File: config.mk
export PLATFORM = sky130hd
export DESIGN_NAME = posit_mult_scheduler
export DESIGN_NICKNAME = d
export VERILOG_FILES = /design/src/rtl/posit_mult_pkg.sv /design/src/rtl/posit_mult_core.sv /design/src/rtl/posit_mult_scheduler.sv
export SDC_FILE = /design/constraint.sdc
export NUM_CORES = 1
export LEC_CHECK = 0
export ABC_CLOCK_PERIOD_IN_PS = 17700
export CELL_PAD_IN_SITES_DETAIL_PLACEMENT = 1
export CELL_PAD_IN_SITES_GLOBAL_PLACEMENT = 1
export CORE_ASPECT_RATIO = 0.7
export CORE_MARGIN = 3
export CORE_UTILIZATION = 35
export CTS_BUF_LIST = sky130_fd_sc_hd__clkbuf_4 sky130_fd_sc_hd__clkbuf_8
export CTS_CLUSTER_DIAMETER = 50
export DETAILED_ROUTE_END_ITERATION = 8
export GPL_ROUTABILITY_DRIVEN = 1
export PLACE_DENSITY_LB_ADDON = 0.08
export SLEW_MARGIN = 25
export SYNTH_ARGS = -nofsm -noshare
export SYNTH_HDL_FRONTEND = slang
export SYNTH_SLANG_ARGS = --single-unit
File: constraint.sdc
create_clock -name clk -period 17.7 [get_ports clk]
set_input_delay 5.31 -clock clk [delete_from_list [all_inputs] [get_ports clk]]
set_output_delay 5.31 -clock clk [all_outputs]
set_load 0.05 [all_outputs]
File: src/rtl/posit_mult_pkg.sv
// Shared types and widths for the two-requester posit multiply scheduler.
package posit_mult_pkg;

    localparam int unsigned N      = 8;
    localparam int unsigned ES     = 3;
    localparam int unsigned RS     = $clog2(N);
    localparam int unsigned K_W    = RS + 1;
    localparam int unsigned TE_W   = ES + RS + 2;
    localparam int unsigned MANT_W = 2 * N;

    // Decoded posit operand; mant carries the hidden bit at its MSB.
    typedef struct packed {
        logic                  sign;
        logic                  inf;
        logic                  zero;
        logic signed [K_W-1:0] k;
        logic [ES-1:0]         exp;
        logic [N-1:0]          mant;
    } posit_dec_t;

    typedef struct packed {
        logic                   sign;
        logic                   inf;
        logic                   zero;
        logic signed [TE_W-1:0] total_exp;
        logic signed [K_W-1:0]  regime;
        logic [ES-1:0]          exp;
        logic [MANT_W-1:0]      mant;
    } posit_mres_t;

    // Combined scale {k,e} sign-extended to the total exponent width.
    function automatic logic signed [TE_W-1:0] scaled_exp(input logic signed [K_W-1:0] k,
                                                          input logic [ES-1:0] e);
        return {k[K_W-1], k, e};
    endfunction

endpackage

File: src/rtl/posit_mult_core.sv
// Combinational posit multiply: sign, normalised mantissa product, combined exponent and regime.
module posit_mult_core
    import posit_mult_pkg::*;
(
    input  posit_dec_t  opa,
    input  posit_dec_t  opb,
    output posit_mres_t res
);

    logic [MANT_W-1:0]      prod;
    logic                   ovf;
    logic signed [TE_W-1:0] total_exp;
    logic [TE_W-2:0]        mag;
    logic [K_W-1:0]         mag_regime;

    always_comb begin
        res        = '0;
        prod       = MANT_W'(opa.mant) * MANT_W'(opb.mant);
        ovf        = prod[MANT_W-1];
        total_exp  = scaled_exp(opa.k, opa.exp) + scaled_exp(opb.k, opb.exp)
                   + $signed({{(TE_W-1){1'b0}}, ovf});
        mag        = (TE_W-1)'(total_exp[TE_W-1] ? unsigned'(-total_exp) : unsigned'(total_exp));
        mag_regime = mag[ES+RS:ES];
        // Non-negative scales, or negative ones with a fractional exponent part, round the regime up.
        if (!total_exp[TE_W-1] || (|mag[ES-1:0]))
            mag_regime = mag_regime + K_W'(1);

        res.inf  = opa.inf | opb.inf;
        res.zero = (opa.zero | opb.zero) & ~res.inf;
        if (!res.inf && !res.zero) begin
            res.sign      = opa.sign ^ opb.sign;
            res.total_exp = total_exp;
            res.regime    = signed'(mag_regime);
            res.exp       = total_exp[ES-1:0];
            res.mant      = ovf ? prod : {prod[MANT_W-2:0], 1'b0};
        end
    end

endmodule

File: src/rtl/posit_mult_scheduler.sv
// Round-robin sharing of one posit multiplier between two requesters, with a
// 2-stage elastic pipeline and per-requester outstanding-transaction limits.
module posit_mult_scheduler
    import posit_mult_pkg::*;
#(
    parameter int unsigned MAX_OUT = 2
) (
    input  logic                   clk,
    input  logic                   reset,
    input  logic [1:0]             req_valid,
    output logic [1:0]             req_ready,
    input  posit_dec_t [1:0]       req_opa,
    input  posit_dec_t [1:0]       req_opb,
    output logic                   res_valid,
    input  logic                   res_ready,
    output logic                   res_tag,
    output logic                   res_sign,
    output logic                   res_inf,
    output logic                   res_zero,
    output logic signed [TE_W-1:0] res_total_exp,
    output logic signed [K_W-1:0]  res_regime,
    output logic [ES-1:0]          res_exp,
    output logic [MANT_W-1:0]      res_mant,
    output logic                   busy
);

    localparam int unsigned CNT_W = 2;
    localparam logic [CNT_W-1:0] CNT_MAX = CNT_W'(MAX_OUT);

    logic [CNT_W-1:0] cnt_q [2];
    logic             rr_ptr;
    logic             s1_valid, s1_tag;
    posit_dec_t       s1_opa, s1_opb;
    logic             s2_valid, s2_tag;
    posit_mres_t      s2_res, core_res;

    logic [1:0] elig, grant, accept, dec;
    logic       s1_free, s2_free, res_fire, acc_id;

    posit_mult_core u_core (
        .opa (s1_opa),
        .opb (s1_opb),
        .res (core_res)
    );

    // Arbitration and pipeline handshake.
    always_comb begin
        elig   = '0;
        grant  = '0;
        for (int i = 0; i < 2; i++)
            elig[i] = req_valid[i] && (cnt_q[i] < CNT_MAX);
        case (elig)
            2'b01:   grant = 2'b01;
            2'b10:   grant = 2'b10;
            2'b11:   grant = rr_ptr ? 2'b01 : 2'b10;
            default: grant = 2'b00;
        endcase
        s2_free   = !s2_valid || res_ready;
        s1_free   = !s1_valid || s2_free;
        req_ready = (reset || !s1_free) ? 2'b00 : grant;
        accept    = req_valid & req_ready;
        acc_id    = accept[1];
        res_fire  = s2_valid && res_ready;
        dec[0]    = res_fire && !s2_tag;
        dec[1]    = res_fire && s2_tag;
    end

    always_ff @(posedge clk) begin
        if (reset) begin
            rr_ptr   <= 1'b1;
            s1_valid <= 1'b0;
            s1_tag   <= 1'b0;
            s1_opa   <= '0;
            s1_opb   <= '0;
            s2_valid <= 1'b0;
            s2_tag   <= 1'b0;
            s2_res   <= '0;
            for (int i = 0; i < 2; i++)
                cnt_q[i] <= '0;
        end else begin
            if (|accept) begin
                s1_valid <= 1'b1;
                s1_tag   <= acc_id;
                s1_opa   <= req_opa[acc_id];
                s1_opb   <= req_opb[acc_id];
                rr_ptr   <= acc_id;
            end else if (s2_free) begin
                s1_valid <= 1'b0;
            end

            if (s2_free) begin
                s2_valid <= s1_valid;
                if (s1_valid) begin
                    s2_res <= core_res;
                    s2_tag <= s1_tag;
                end
            end

            for (int i = 0; i < 2; i++) begin
                if (accept[i] && !dec[i])
                    cnt_q[i] <= cnt_q[i] + CNT_W'(1);
                else if (!accept[i] && dec[i])
                    cnt_q[i] <= cnt_q[i] - CNT_W'(1);
            end
        end
    end

    assign res_valid     = s2_valid;
    assign res_tag       = s2_tag;
    assign res_sign      = s2_res.sign;
    assign res_inf       = s2_res.inf;
    assign res_zero      = s2_res.zero;
    assign res_total_exp = s2_res.total_exp;
    assign res_regime    = s2_res.regime;
    assign res_exp       = s2_res.exp;
    assign res_mant      = s2_res.mant;
    assign busy          = s1_valid | s2_valid | (|cnt_q[0]) | (|cnt_q[1]);

    // A result can only retire for a requester that has one outstanding.
    for (genvar g = 0; g < 2; g++) begin : g_cnt_chk
        a_no_underflow: assert property (@(posedge clk) disable iff (reset)
            dec[g] |-> (cnt_q[g] != '0));
        a_no_overflow: assert property (@(posedge clk) disable iff (reset)
            cnt_q[g] <= CNT_MAX);
    end

endmodule

; ---- Word level (Yosys, flattened, before mapping)
; Memories as Yosys holds them, arrays and structs flattened.
; Cells that the tools add are included.
[op_classes]
add_sub_neg = 8
n_mul = 1
order_cmp = 3
n_eq_ne = 3
muxes = 34
n_bitwise = 13
reduce_logical = 31
[op_table]
columns = cell, n
row1 = $mux 18, 4
row2 = $mux 31, 1
row3 = $mux 1, 19
row4 = $mul 8x8->16, 1
row5 = $mux 16, 1
row6 = $mux 2, 6
row7 = $logic_not 1->1, 11
row8 = $logic_and 1x1->1, 10
row9 = $or 1x1->1, 9
row10 = $add 7x7->8, 1
row11 = $add 8x2->8, 1
row12 = $mux 7, 1
row13 = $neg 7->7, 1
row14 = $pmux 2 s3, 1
row15 = $reduce_or 2->1, 3
row16 = $add 2x1->2 const B, 2
row17 = $add 4x1->4 const B, 1
row18 = $eq 2x2->1 const B, 2
row19 = $logic_or 1x1->1, 4
row20 = $lt 2x2->1 const B, 2
row21 = $mux 4, 1
row22 = $sub 2x1->2 const B, 2
row23 = $reduce_or 3->1, 1
row24 = $and 2x2->2, 1
row25 = 7 further kinds, 7
[totals]
register_bits = 75
ram_bits = 4
inputBits = 77
out_inout_bits = 39
word_cells = 118
n_memories = 1
[memory_table]
columns = name, words, word_bits, read_ports, rd_clocked_by_memory_dff, write_ports, line
row1 = cnt_q, 2, 2, 2, 0, 2, posit_mult_scheduler.sv:30  ; logic [CNT_W-1:0] cnt_q [2];

; ---- Logic depth before layout (Yosys ltp)
[depth]
depth_word = 14
mapped_depth = 31
depth_no_buf = 29

; ---- By module
; A second synthesis with hierarchy kept.
[hier_totals]
cells_unflattened = 777
hier_area_um2 = 6452.4
[modules_own_cells]
columns = module, n_inst, cells_per_inst, area_each_um2, seq_area_each_um2
row1 = posit_mult_scheduler, 1, 380, 3300.7, 1621.6
row2 = posit_mult_core, 1, 397, 3151.8, 0.0

; ---- Worst setup path after synthesis
; Ideal clock, no wire load.
[synth_path]
path_type = input to output
start = input reset
end = output req_ready[1]
arrival_time_ns = 6.701
t_required_ns = 12.390
setup_slack_ns = 5.689
path_stages = 4
n_path_buf = 2
cell_sequence = clkbuf_1 > a21o_1 > a211oi_2 > clkbuf_1
[synth_via]
elab_chain_cells = 2
[synth_rtl]
columns = element, line
row1 = start: declaration, posit_mult_scheduler.sv:9  ; input logic reset,
row2 = $logic_or 1x1->1, posit_mult_scheduler.sv:60  ; req_ready = (reset || !s1_free) ? 2'b00 : grant;
row3 = $mux 2, posit_mult_scheduler.sv:60
row4 = end: declaration, posit_mult_scheduler.sv:11  ; output logic [1:0] req_ready,
; No other way between the ends.

; ---- Worst setup path in the final report
[layout_path]
start = input res_ready
end = output req_ready[1]
[layout_via]
elab_chain_cells = 5
[layout_rtl]
columns = element, line
row1 = start: declaration, posit_mult_scheduler.sv:15  ; input logic res_ready,
row2 = $logic_or 1x1->1, posit_mult_scheduler.sv:58  ; s2_free = !s2_valid || res_ready;
row3 = $logic_or 1x1->1, posit_mult_scheduler.sv:59  ; s1_free = !s1_valid || s2_free;
row4 = $logic_not 1->1, posit_mult_scheduler.sv:60
row5 = $logic_or 1x1->1, posit_mult_scheduler.sv:60
row6 = $mux 2, posit_mult_scheduler.sv:60
; No other way between the ends.

==> key figures <==
Global route
  – Largest net degree at the start of global routing: 63
  – GR Util met2: a little under a third
  – Grt ovf: 0
  – Vias in the first global route: ~5,500
  – GRT met3 Usage: under 10%
  – Total track usage: approximately a fifth
  – Global routing's busiest layer: met2
  – Global-route wire length before repair: 28.6 mm
  – Met1 usage: 27.3%
  – Antenna violations before repair: 0

Run
  – Maximum capacitance violations: 0

Status
  – Status: finished clean

Drt
  – Vias/cell: between 5 and 6
  – 1st-pass router iterations: 4
  – Vias: 5,141
  – WL final: roughly 17 mm
  – Starting DRT DRC Count: 220
  – Avg WL per Cell: roughly 17 um
  – Drt drc: 0
  – DRT antenna net count: 0

STA
  – Period utilization: 74.4%
  – Number of setup violations in the final report: 0
  – RSZ-0062 raised after global routing: no
  – Post-layout min period: about 13 ns
  – Layout Skew: about 0.018 ns
  – Sum Neg Setup Slack: 0 ns
  – Hold Fails Final Rpt: 0
  – Slew Limit Fails: 0
  – Fmax: roughly 76 MHz
  – Slew HR: between 40% and 50%
  – Slew @ Worst Pin: between 0.8 and 0.9 ns

Finish
  – Ratio of cells with drive above 1 in the final layout: under 10%
  – Fin util: 46.4%
  – Diode count: 0
  – Final Instance Count excl. Fillers: a little under 1,000
  – Synthesis-to-layout area growth: 26.9%
  – Number of fill cells: 1,890
  – Nets: slightly above 900

Worst setup path
  – Worst r2r dst: res_regime[2]$_SDFFE_PP0P_
  – Startpoint Class: input pin
  – Reg2reg path depth: 26
  – Max incr delay on CP: approximately 0.90 ns
  – Critical Path AT: 7.86 ns
  – CP Capture Type: output pin
  – Most frequent CP cell: clkdlybuf4s50_1
  – Worst Setup Path Type: in -> out
  – Worst Setup EP: req_ready[1]
  – CP startpoint: res_ready
  – Slowest-stage cell, CP: clkdlybuf4s50_1
  – R2r startpoint: s1_opb[7]$_SDFFE_PP0P_
  – WP data required: roughly 12 ns
  – Reg2reg setup slack: slightly below 10 ns
  – Worst-path cell chain: clkdlybuf4s50_1 -> nor2b_1 -> a21o_1 -> a211oi_4 -> buf_4 -> clkdlybuf4s50_1
  – Critical path fanouts, max: 45

Place
  – DPL Wire Length: roughly 13 mm
  – Cell count after placement: between 900 and 1,000
  – # port buffers: between 100 and 150
  – GPL Wtd Cong: 0.891

CTS
  – Clock Latency Late Sink: 0.38 ns
  – CTS H-Tree Depth: 3
  – Cts hold-fix bufs: 0
  – Clk buf depth: 2
  – Root Driver: clkbuf_8
  – Clock input transition at the sequential cells of the worst setup and hold paths: approximately 0.090 ns
  – Post-CTS repair timing setup buffer count: 0
  – CTS tree: yes
  – Post-CTS Resized: 0
  – Clock sink count: 76
  – Number of buffers created by CTS: 9

Synthesis
  – Post-synth EDFFs: 4
  – Most instantiated cells after synthesis: nand2_1, dfxtp_1, inv_1
  – Cell taking the most area after synthesis: dfxtp_1
  – Post-synthesis sequential area ratio: 26.9%
  – Count leader, synth: nand2_1
  – Most used DFF post-synth: dfxtp_1
  – Post-synthesis instance area: slightly below 6000 um2
  – Post-Syn Area per Cell: about 8.7 um2
  – Yosys reg bits: 76
  – Area contributors post-synth: dfxtp_1, fa_1, ha_1
  – Distinct cell type count of the synthesized netlist: 63
  – Async SR Flop Fraction: 0%
  – Mapped Cells: between 600 and 700
  – Syn nets: roughly 830
  – Top cell type's share of synthesized area: about a quarter
  – YS warnings: 0

Floorplanning
  – Floorplan row count: 38
  – Die Width: ~160 um
  – Die Y: between 100 and 150 um
  – Core Box Area: between 15,000 and 20,000 um2
  – I/O pin cnt: 116
  – Initial core utilization: about 37%
  – Die area: 18,200 um2

Power
  – Power Density: ~67 nW/um2
  – Worst IR Drop VDD: about 0.029 mV
  – Static Leak: roughly 3.2 nW

Worst hold path
  – Hold crit path type: reg -> reg
-- flip-flops by register name, indices dropped and copies added, names as in the netlist --
signal	flops
res_tag	1
res_mant	16
s1_opb	18
res_zero	1
res_valid	1
res_sign	1
s1_opa	18
res_inf	1
s1_tag	1
cnt_q	4
res_total_exp	8
s1_valid	1
rr_ptr	1
res_regime	4
-- worst min-delay path by stage --
stage | start | endpoint | slack [ns] | depth (start not counted)
2_1_floorplan | s1_tag$_SDFFE_PP0P_ | s1_tag$_SDFFE_PP0P_ | 0.43 | 1
3_3_place_gp | res_mant[15]$_SDFFE_PP0P_ | res_mant[15]$_SDFFE_PP0P_ | 0.43 | 1
3_5_place_dp | res_mant[7]$_SDFFE_PP0P_ | res_mant[7]$_SDFFE_PP0P_ | 0.45 | 2
4_1_cts | res_mant[7]$_SDFFE_PP0P_ | res_mant[7]$_SDFFE_PP0P_ | 0.47 | 2
5_1_grt | s1_opb[10]$_SDFFE_PP0P_ | s1_opb[10]$_SDFFE_PP0P_ | 0.48 | 2
6_report | res_mant[15]$_SDFFE_PP0P_ | res_mant[15]$_SDFFE_PP0P_ | 0.46 | 1
-- layer usage --
metal  wire [um]  vias to the layer above
met5           0                        -
met4         156                        0
met3         750                       12
met2        7590                      101
met1        8470                     2524
li1            -                     2504
-- critical path: cells and delay by family --
kind,cells,cell delay (ns)
buf+inv,3,1.93
compound gates,2,0.46
simple gates,1,0.13
-- power breakdown --
part           internal, W  switching (W)
clock network    0.0000660      0.0000749
registers         0.000184      0.0000140
logic            0.0000660      0.0000880
total             0.000316       0.000177
-- cell families after synthesis --
logic type	synth area share, %
AO/OA/AOI/OAI	19.3
XOR/XNOR	4.60
adder cells (fa/ha/maj)	22.8
buffers and inverters	5.96
flip-flops	26.9
multiplexers	2.59
AND/OR/NAND/NOR	17.7
-- through the flow --
stage	setup WS [ns]	total power, W	hold slack (ns)	cell area (um2)
6_report	4.53	0.000493	0.461	7350
4_1_cts	4.52	0.000501	0.467	7350
2_1_floorplan	5.69	0.000299	0.426	5800
5_1_grt	4.41	0.000528	0.481	7350
3_5_place_dp	4.54	0.000356	0.446	7160
3_3_place_gp	4.66	0.000350	0.433	7160
-- cells in the final DEF (no fill, tap or decap), types with 9 or more instances in the layout --
cell type and count:
a21oi_1 56, a22oi_1 43, and2_1 54, clkbuf_8 9
clkdlybuf4s50_1 114, dfxtp_1 72, fa_1 38, ha_1 45
inv_1 57, mux2i_1 15, nand2_1 75, nor2_1 37
nor2b_1 9, o21ai_0 25, xnor2_1 18
-- area by class of cell --
class | instances | area (um2) | area share (%)
inverter | 57 | 214 | 2.91
clock buffer | 9 | 124 | 1.68
multi-input combinational | 504 | 3910 | 53.1
timing repair buffer | 122 | 1200 | 16.3
sequential | 76 | 1560 | 21.2
clock inverter | 7 | 72.6 | 0.987
tap | 220 | 275 | 3.74
No activity file was read; power rests on OpenSTA's default activity.
